<file path="src/rtl/display_scan.sv">
// Purpose: time-multiplexed digit scanner feeding decode_7seg (one nibble, one anode per slot).
// Latency: outputs are registered and lag the (idx, cnt) scan state by one clock.
// Backpressure: none; free-running scan, and load is a fire-and-forget strobe captured at any cycle.
module display_scan #(
    parameter int DIGITS   = 4,
    parameter int PRESCALE = 1000
) (
    input  logic                  clk,
    input  logic                  rst,
    input  logic [4*DIGITS-1:0]   value,
    input  logic                  load,
    input  logic                  blank_lz,
    output logic [3:0]            data,
    output logic                  select,
    output logic [DIGITS-1:0]     digit_en,
    output logic                  frame_done
);

    localparam int CW = (PRESCALE > 1) ? $clog2(PRESCALE) : 1;
    localparam int IW = (DIGITS > 1) ? $clog2(DIGITS) : 1;

    localparam logic [CW-1:0] CNT_LAST = CW'(PRESCALE - 1);
    localparam logic [IW-1:0] IDX_LAST = IW'(DIGITS - 1);

    logic [CW-1:0]         cnt;
    logic [IW-1:0]         idx;
    logic [4*DIGITS-1:0]   pending;
    logic                  pending_valid;
    logic [4*DIGITS-1:0]   shadow;
    logic                  frame_seen;

    logic                  slot_end;
    logic                  frame_end;
    logic [3:0]            cur_nib;
    logic                  upper_nz;
    logic                  blanked;

    assign slot_end  = (cnt == CNT_LAST);
    assign frame_end = slot_end && (idx == IDX_LAST);

    // Prescale counter and digit index: cnt counts within a slot, idx steps on each slot wrap.
    always_ff @(posedge clk) begin
        if (rst) begin
            cnt <= '0;
            idx <= '0;
        end else if (slot_end) begin
            cnt <= '0;
            idx <= (idx == IDX_LAST) ? '0 : idx + 1'b1;
        end else begin
            cnt <= cnt + 1'b1;
        end
    end

    // Pending/shadow pair: shadow only moves at the frame boundary so a frame is never torn.
    // A load landing on the boundary cycle bypasses pending and goes straight into shadow.
    always_ff @(posedge clk) begin
        if (rst) begin
            pending       <= '0;
            pending_valid <= 1'b0;
            shadow        <= '0;
        end else if (frame_end) begin
            if (load) begin
                shadow <= value;
            end else if (pending_valid) begin
                shadow <= pending;
            end
            pending_valid <= 1'b0;
        end else if (load) begin
            pending       <= value;
            pending_valid <= 1'b1;
        end
    end

    // Marks that at least one full frame has completed since reset, gating frame_done.
    always_ff @(posedge clk) begin
        if (rst) begin
            frame_seen <= 1'b0;
        end else if (frame_end) begin
            frame_seen <= 1'b1;
        end
    end

    // Current nibble and whether this digit and everything more significant is zero.
    always_comb begin
        cur_nib  = 4'd0;
        upper_nz = 1'b0;
        for (int i = 0; i < DIGITS; i++) begin
            if (IW'(i) == idx) begin
                cur_nib = shadow[4*i +: 4];
            end
            if ((IW'(i) >= idx) && (shadow[4*i +: 4] != 4'd0)) begin
                upper_nz = 1'b1;
            end
        end
        blanked = blank_lz && (idx != '0) && !upper_nz;
    end

    // Registered outputs: first cycle of each slot is dead time with all anodes off.
    always_ff @(posedge clk) begin
        if (rst) begin
            data       <= 4'd0;
            select     <= 1'b0;
            digit_en   <= '0;
            frame_done <= 1'b0;
        end else begin
            data       <= blanked ? 4'd0 : cur_nib;
            select     <= !blanked;
            digit_en   <= (cnt == '0) ? '0 : (DIGITS'(1) << idx);
            frame_done <= frame_seen && (cnt == '0) && (idx == '0);
        end
    end

endmodule

</file>
<file path="config.mk">
export PLATFORM = sky130hd
export DESIGN_NAME = display_scan
export DESIGN_NICKNAME = d
export VERILOG_FILES = /design/src/rtl/display_scan.sv
export SDC_FILE = /design/constraint.sdc
export NUM_CORES = 1
export LEC_CHECK = 0
export CORE_ASPECT_RATIO = 1.25
export CORE_MARGIN = 5
export CORE_UTILIZATION = 45
export CTS_CLUSTER_DIAMETER = 60
export DETAILED_ROUTE_END_ITERATION = 16
export MAX_ROUTING_LAYER = met4
export PLACE_DENSITY = 0.65
export SKIP_LAST_GASP = 1
export SLEW_MARGIN = 25
export SYNTH_ARGS = -nofsm -noshare
export SYNTH_HDL_FRONTEND = slang
export SYNTH_SLANG_ARGS = --single-unit
</file>
<file path="constraint.sdc">
create_clock -name clk -period 2.9 [get_ports clk]
set_input_delay 0.58 -clock clk [delete_from_list [all_inputs] [get_ports clk]]
set_output_delay 0.58 -clock clk [all_outputs]
set_load 0.005 [all_outputs]
</file>
==> impl_metrics.tcl, run 1 <==
set metrics [dict create \
    ioPinCount 30 \
    power_leakage_nw 1.13 \
    die-area_sq_um 7830 \
    yosysWarnings 0 \
    timing_hold_violations_final 0 \
    ys_seq_area_share_pct 40.5 \
    clk_latency_ps 310 \
    setup_viol 0 \
    worstPathRequired_ps 3070 \
    period_share_pct 72.7 \
    clockRootBuffer "clkbuf_8" \
    fin_cells 385 \
    post_cts_buffers 0 \
    drtIter0Drc 121 \
    netlist_area_sq_um 2770 \
    grt_pass1_wl_mm 9.80 \
    drtPass1Iterations 4 \
    num_rows 32 \
    area_delta_synth_final_pct 15.7 \
    finalSetupTns_ps 0 \
    rsz0062_at_grt "false" \
    ys_seq_elements 56 \
    ir_drop_mv 0.272 \
    fin_util_pct 52.7 \
    grt.overflow.total 0 \
    finalMaxSlewViolations 0 \
    synth_area_per_cell_sq_um 9.86 \
    yosys.cell_types.count 43 \
    die_width_microns 80.2 \
    path_max_fanout 8 \
    cts_resized 0 \
    final_nets 326 \
    grt_usage_pct 15.8 \
    synthArstFlopShare_pct 0 \
    dpl.hpwl_mm 3.96 \
    port_buffers 29 \
    cts-buffers-inserted 5 \
    antenna_found_initial 0 \
    antenna_left 0 \
    cap_violations 0 \
    gp_congestion 0.772 \
    grt_pass1_vias 2008 \
    viasPerCell 5.69 \
    cts_sinks 56 \
    wl_per_cell_microns 15.3 \
    syn_inst 281 \
    clockBufferDepth 2 \
    crit_chain "inv_1 -> ha_1 -> or4b_2 -> nor3_2 -> a221oi_1" \
    cpPeakStageDelay_ps 640 \
    dp_cells 377 \
    fill_cells 588 \
    htree_levels 2 \
    cts_tree "yes" \
    start_kind "register" \
    crit_path_end_kind "register" \
    clk_pin_slew_worst_paths_ps 90 \
    wl_mm 5.87 \
    cts_hold_buf 0 \
    cp_slowest_cell "or4b_2" \
    fin_crit_ps 2110 \
    synth_nets 308 \
    drive_above_1_share_pct 6.67 \
    finalClockSkew_ps 6.05 \
    powerDensity_nw_per_um2 450 \
    slew_headroom_pct 48.8 \
    synth_ff_type "dfxtp_1" \
    status "completed" \
    drc 0 \
    critPathKind "reg -> reg" \
    hold_class "reg -> reg" \
    num_antenna_cells 0 \
    core_sq_um 6090 \
    worst_pin_slew_ps 768 \
    whs_ps 437 \
    chipHeight_microns 97.7 \
    vias 2190 \
    synth_edf_count 0 \
    initial_utilization_pct 45.5 \
    cp.arrival_ps 2280 \
    fmax_mhz 474 \
    grt_max_degree 63 \
]
## per-layer routing
| metal | global-route usage, % | up-vias | wire [microns] | share of wire [%] |
|---|---|---|---|---|
| met3 | 2.78 | 11 | 170 | 2.9 |
| met5 | - | - | 0 | 0 |
| met2 | 24.2 | 36 | 2910 | 50 |
| met4 | 5.20 | 0 | 106 | 1.8 |
| met1 | 21.0 | 1046 | 2690 | 46 |
| li1 | - | 1097 | - | - |
## through the flow
step	power [mW]	setup WS, ps	instance area [sq um]
6_report	1.44	792	3210
5_1_grt	1.50	682	3210
4_1_cts	1.46	807	3210
3_5_place_dp	0.957	656	3100
3_3_place_gp	0.953	689	3100
2_1_floorplan	0.904	1050	2770
## synthesized netlist by cell type, types with 3 or more instances
master / instances / area share [%]
a21oi_1: 12 / 2.2
a221o_1: 4 / 1.4
a221oi_1: 4 / 1.3
a311oi_1: 16 / 5.1
a41oi_1: 17 / 5.4
and3_1: 4 / 0.90
buf_2: 10 / 1.8
clkbuf_1: 10 / 1.4
dfxtp_1: 56 / 40
ha_1: 7 / 3.2
inv_1: 10 / 1.4
mux2i_1: 32 / 12
nand2_1: 10 / 1.4
nand2b_1: 32 / 7.2
nand3_1: 4 / 0.72
nand3b_1: 4 / 1.1
nor2_1: 9 / 1.2
o31ai_1: 5 / 1.4
or4_1: 3 / 0.81
## flip-flops by register name, indices dropped and copies added (netlist names)
| signal | count |
|---|---|
| shadow | 16 |
| frame_done | 1 |
| data | 4 |
| idx | 2 |
| frame_seen | 1 |
| digit_en | 4 |
| pending_valid | 1 |
| cnt | 10 |
| pending | 16 |
| select | 1 |
## critical path, delay by kind of cell, from the launching register on
| family | cells | cell delay (ps) |
|---|---|---|
| buf+inv | 1 | 130 |
| simple gates | 2 | 900 |
| compound gates | 1 | 150 |
| flops | 1 | 480 |
| fa+ha+maj | 1 | 300 |
## final timing paths
kind / start / end / slack [ps] / cells past startpoint
min reg2reg: frame_seen / frame_done / 440 / 2
max: idx[0] / data[1] / 790 / 5
max reg2reg: idx[0] / data[1] / 790 / 5
min: frame_seen / frame_done / 440 / 2
## final cells by class
| cell class | count | area, sq um | area share (%) |
|---|---|---|---|
| sequential | 56 | 1120 | 35.0 |
| timing repair buffer | 35 | 348 | 10.9 |
| tap | 85 | 106 | 3.32 |
| inverter | 10 | 37.5 | 1.17 |
| multi-input combinational | 191 | 1490 | 46.3 |
| clock buffer | 6 | 72.6 | 2.26 |
| clock inverter | 2 | 35.0 | 1.09 |
## placed cells by master, fill, tap and decap left out, types with 9 or more instances in the layout
cell type	n
a311oi_1	16
a21oi_1	12
mux2i_1	32
clkdlybuf4s50_1	29
nand2_1	10
nand2b_1	32
nor2_1	9
dfxtp_1	56
inv_1	10
a41oi_1	17
## power breakdown
group	switching, mW	total [mW]	internal (mW)
combinational	0.0614	0.133	0.0718
clock	0.248	0.505	0.257
sequential	0.0145	0.804	0.789
## cell families (layout without fill, tap and decap cells)
family,Yosys count,in the layout,synth area share [%]
flops,56,56,40.5
buf+inv,34,53,5.92
mux,32,32,11.6
fa+ha+maj,7,7,3.16
simple gates,83,83,19.2
xor+xnor,3,3,0.949
compound gates,66,66,18.7
Note: power is estimated with default switching activity, not from simulation.
==> run 2: changes to the inputs <==
PLACE_DENSITY = 0.67   (was 0.65)
clock period = 1.73 ns   (was 2.9 ns; I/O delays follow)
==> run 2 against run 1 <==
- clock power rose by 46%
- sequential power grew 67%
- total power increased by 61%
- largest power group unchanged
==> impl_metrics.tcl, run 2 (same netlist as run 1, synthesis figures left out) <==
set metrics [dict create \
    status "completed" \
    start_kind "register" \
    chipHeight_microns 97.7 \
    finalClockSkew_ps 10.7 \
    drtIter0Drc 69 \
    drive_above_1_share_pct 12.9 \
    port_buffers 29 \
    timing_hold_violations_final 0 \
    htree_levels 2 \
    num_rows 32 \
    slew_headroom_pct 79.1 \
    drtPass1Iterations 4 \
    worst_pin_slew_ps 313 \
    period_share_pct 99.0 \
    initial_utilization_pct 45.5 \
    layout_commonest_cell "dfxtp_1" \
    antenna_left 0 \
    antenna_found_initial 0 \
    fin_cells 395 \
    grt_pass1_wl_mm 9.72 \
    clk_latency_ps 310 \
    clockBufferDepth 2 \
    cap_violations 0 \
    final_nets 336 \
    crit_buf_inv 1 \
    critPathKind "reg -> reg" \
    power_leakage_nw 1.19 \
    post-route-cell-area_sq_um 3340 \
    finalMaxSlewViolations 0 \
    wl_per_cell_microns 14.9 \
    rsz0062_at_grt "true" \
    grt_pass1_vias 2075 \
    clockRootBuffer "clkbuf_8" \
    reg2reg_from "idx[0]" \
    ioPinCount 30 \
    area_delta_synth_final_pct 20.7 \
    wl_mm 5.89 \
    top_regs "pending x16, shadow x16, cnt x10" \
    cts-buffers-inserted 5 \
    crit_chain "inv_2 -> ha_2 -> or4b_4 -> nor3_4 -> a221oi_1" \
    drc 0 \
    fill_cells 569 \
    vias 2187 \
    cp.arrival_ps 1890 \
    num_antenna_cells 0 \
    setup_viol 0 \
    cpPeakStageDelay_ps 500 \
    crit_path_end_kind "register" \
    cts_hold_buf 0 \
    core_sq_um 6090 \
    hold_class "reg -> reg" \
    critPathTopFamily "simple AND/OR/NAND/NOR gates" \
    powerDensity_nw_per_um2 692 \
    clk_pin_slew_worst_paths_ps 90 \
    fmax_mhz 584 \
    cp-startpoint "idx[0]" \
    die-area_sq_um 7830 \
    hold_start "frame_seen" \
    worstPathRequired_ps 1910 \
    die_width_microns 80.2 \
    cts_tree "yes" \
    final_cell_mix "dfxtp_1, nand2b_1, mux2i_1" \
    grt_usage_pct 15.8 \
    reg2reg_slack_ps 20 \
    path_max_fanout 8 \
    placedInstanceArea_sq_um 3230 \
    post_cts_buffers 0 \
    grt.overflow.total 0 \
    fin_crit_ps 1710 \
    cts_sinks 56 \
    grt_max_degree 53 \
    ir_drop_mv 0.390 \
    gp_congestion 0.816 \
    viasPerCell 5.54 \
    cp_slowest_cell "or4b_4" \
    dpl.hpwl_mm 4.09 \
    dp_cells 387 \
]
run 2: cell type report:
cell class	instances	area, sq um	share of cell area (%)
inverter	10	37.5	1.12
clock buffer	6	82.6	2.47
timing repair buffer	45	460	13.8
tap	85	106	3.18
multi-input combinational	191	1520	45.4
clock inverter	2	10.0	0.299
sequential	56	1130	33.7
run 2: through the flow:
stage / utilization [%] / hold slack, ps / setup slack, ps / TNS, ps / power [mW]
6_report: 55.0 / 442 / 17.0 / 0 / 2.32
5_1_grt: 55.0 / 457 / -27.2 / -75.7 / 2.41
4_1_cts: 54.5 / 442 / 44.8 / 0 / 2.35
3_5_place_dp: 53.0 / 427 / -64.1 / -251 / 1.61
3_3_place_gp: 53.0 / 430 / -21.3 / -82.7 / 1.61
2_1_floorplan: - / 414 / 126 / 0 / 1.51
run 2: final timing paths:
path / to / cells after the start
worst max-delay path: data[3] / 5
worst min register to register: frame_done / 2
worst min-delay path: frame_done / 2
worst max register to register: data[3] / 5
run 2: timing repair:
item | in CTS | in global routing
pin swaps | 1 | 1
endpoints found under the setup margin | 3 | 13
gates resized for setup | 0 | 8
run 2: power by group:
part           switching, mW  internal, mW
clock network          0.416         0.321
registers             0.0169          1.32
logic                  0.110         0.133
total                  0.543          1.77
run 2: per-layer routing:
layer  wire length [microns]  global-route usage [%]
met1                    2660                    19.1
met2                    2980                    26.3
met3                     170                    3.06
met4                      80                    4.68
met5                       0                       -
run 2: tightest hold or removal path: cells and delay by family, from the launching register on:
family	cells	cell delay, ps
flip-flops	1	320
AND/OR/NAND/NOR	2	90
==> run 3: changes to the inputs <==
CORE_MARGIN = 1   (was 5)
CTS_BUF_LIST = sky130_fd_sc_hd__clkbuf_4 sky130_fd_sc_hd__clkbuf_8   (was not set)
TNS_END_PERCENT = 5   (was not set)
==> run 3 against run 2 <==
- sequential power barely moved
- combinational power barely moved
- clock skew fell by 0.86 ps
- clock-buffer cell count fell by 1
- via count rose by 0.64%
- highest routed layer unchanged
==> impl_metrics.tcl, run 3 (same netlist as run 1, synthesis figures left out) <==
set metrics [dict create \
    status "completed" \
    area_delta_synth_final_pct 19.8 \
    crit_path_end_kind "register" \
    initial_utilization_pct 47.3 \
    grt_max_degree 50 \
    wl_per_cell_microns 14.5 \
    cp-startpoint "idx[0]" \
    grt_pass1_vias 2126 \
    clockBufferDepth 2 \
    final_nets 339 \
    ioPinCount 30 \
    fill_cells 538 \
    port_buffers 29 \
    grt_pass1_wl_mm 9.93 \
    reg2reg_slack_ps 30 \
    clk_pin_slew_worst_paths_ps 100 \
    powerDensity_nw_per_um2 698 \
    finalMaxSlewViolations 0 \
    drtPass1Iterations 4 \
    power_leakage_nw 1.18 \
    antenna_left 0 \
    top_regs "pending x16, shadow x16, cnt x10" \
    worst_pin_slew_ps 397 \
    timing_hold_violations_final 0 \
    met2_usage_pct 29.7 \
    reg2reg_from "idx[0]" \
    multiInputGateArea_sq_um 1500 \
    setup_viol 0 \
    num_rows 31 \
    finalClockSkew_ps 9.84 \
    fin_util_pct 56.7 \
    period_share_pct 98.0 \
    clockRootBuffer "clkbuf_8" \
    die_width_microns 72.2 \
    cts-buffers-inserted 5 \
    final_cell_mix "dfxtp_1, nand2b_1, mux2i_1" \
    chipHeight_microns 89.7 \
    fin_cells 395 \
    ir_drop_mv 0.450 \
    cap_violations 0 \
    layout_commonest_cell "dfxtp_1" \
    htree_levels 2 \
    num_antenna_cells 0 \
    drc 0 \
    gp_congestion 0.812 \
    hold_class "reg -> reg" \
    dpl.hpwl_mm 3.97 \
    worstPathRequired_ps 1910 \
    critPathKind "reg -> reg" \
    drtIter0Drc 143 \
    reg2regPathDepth 5 \
    dp_cells 387 \
    grt.overflow.total 0 \
    vias 2201 \
    grt_util_met3_pct 2.58 \
    grt.busiest_layer "met2" \
    whs_ps 444 \
    grt_usage_pct 19.4 \
    r2r_end "data[3]" \
    fin_crit_ps 1700 \
    drive_above_1_share_pct 11.8 \
    crit_end "data[3]" \
    wl_mm 5.72 \
    cts_tree "yes" \
    slew_headroom_pct 73.5 \
    cp.arrival_ps 1870 \
    cts_sinks 56 \
    core_sq_um 5860 \
    final-seq-area_sq_um 1130 \
    antenna_found_initial 0 \
    die-area_sq_um 6480 \
    fmax_mhz 590 \
    viasPerCell 5.57 \
    start_kind "register" \
    rsz0062_at_grt "true" \
    path_max_fanout 8 \
    gr-usage-met1_pct 25.9 \
    clk_latency_ps 310 \
]
run 3: layer usage:
| layer | wire length, microns | part of all wire, % | vias to the layer above |
|---|---|---|---|
| met1 | 2770 | 48 | 1039 |
| met4 | 94 | 1.6 | 0 |
| met2 | 2750 | 48 | 30 |
| met3 | 111 | 1.9 | 9 |
| li1 | - | - | 1123 |
| met5 | 0 | 0 | - |
run 3: critical path, stage by stage, from the launching register on:
cell and delay, ps:
dfxtp_4 400, inv_1 90, ha_2 210, or4b_4 490, nor3_4 250, a221oi_1 130
run 3: layout make-up:
class                           instances  area share (%)
Clock buffer                            5            2.07
Clock inverter                          3           0.716
Inverter                               10            1.13
Multi-Input combinational cell        191            45.2
Sequential cell                        56            33.9
Tap cell                               82            3.09
Timing Repair Buffer                   48            13.8
run 3: repair_timing:
| item | CTS | global route |
|---|---|---|
| setup endpoints to repair | 0 | 17 |
| hold endpoints to repair | 0 | 0 |
| hold buffers | 0 | 0 |
| resized for setup | 0 | 2 |
| buffers inserted | 0 | 0 |
run 3: worst min path at each step:
stage               startpoint         end  cells past startpoint
floorplan           frame_seen  frame_done                      2
global placement    frame_seen  frame_done                      2
detailed placement  frame_seen  frame_done                      2
CTS                 frame_seen  frame_done                      2
global route        frame_seen  frame_done                      2
finish              frame_seen  frame_done                      2
run 3: through the flow:
stage | worst slack (ps) | TNS (ps) | power [mW] | cell area (sq um)
after floorplan | 126 | 0 | 1.51 | 2790
after global placement | -27.7 | -109 | 1.61 | 3220
after detailed placement | -61.6 | -235 | 1.62 | 3220
after CTS | 1.42 | 0 | 2.34 | 3310
after global routing | -61.9 | -140 | 2.42 | 3320
final | 34.4 | 0 | 2.32 | 3320
run 3: power by group:
group	switching [mW]	total [mW]	internal (mW)
clock network	0.446	0.734	0.288
registers	0.0168	1.34	1.32
logic	0.111	0.244	0.133
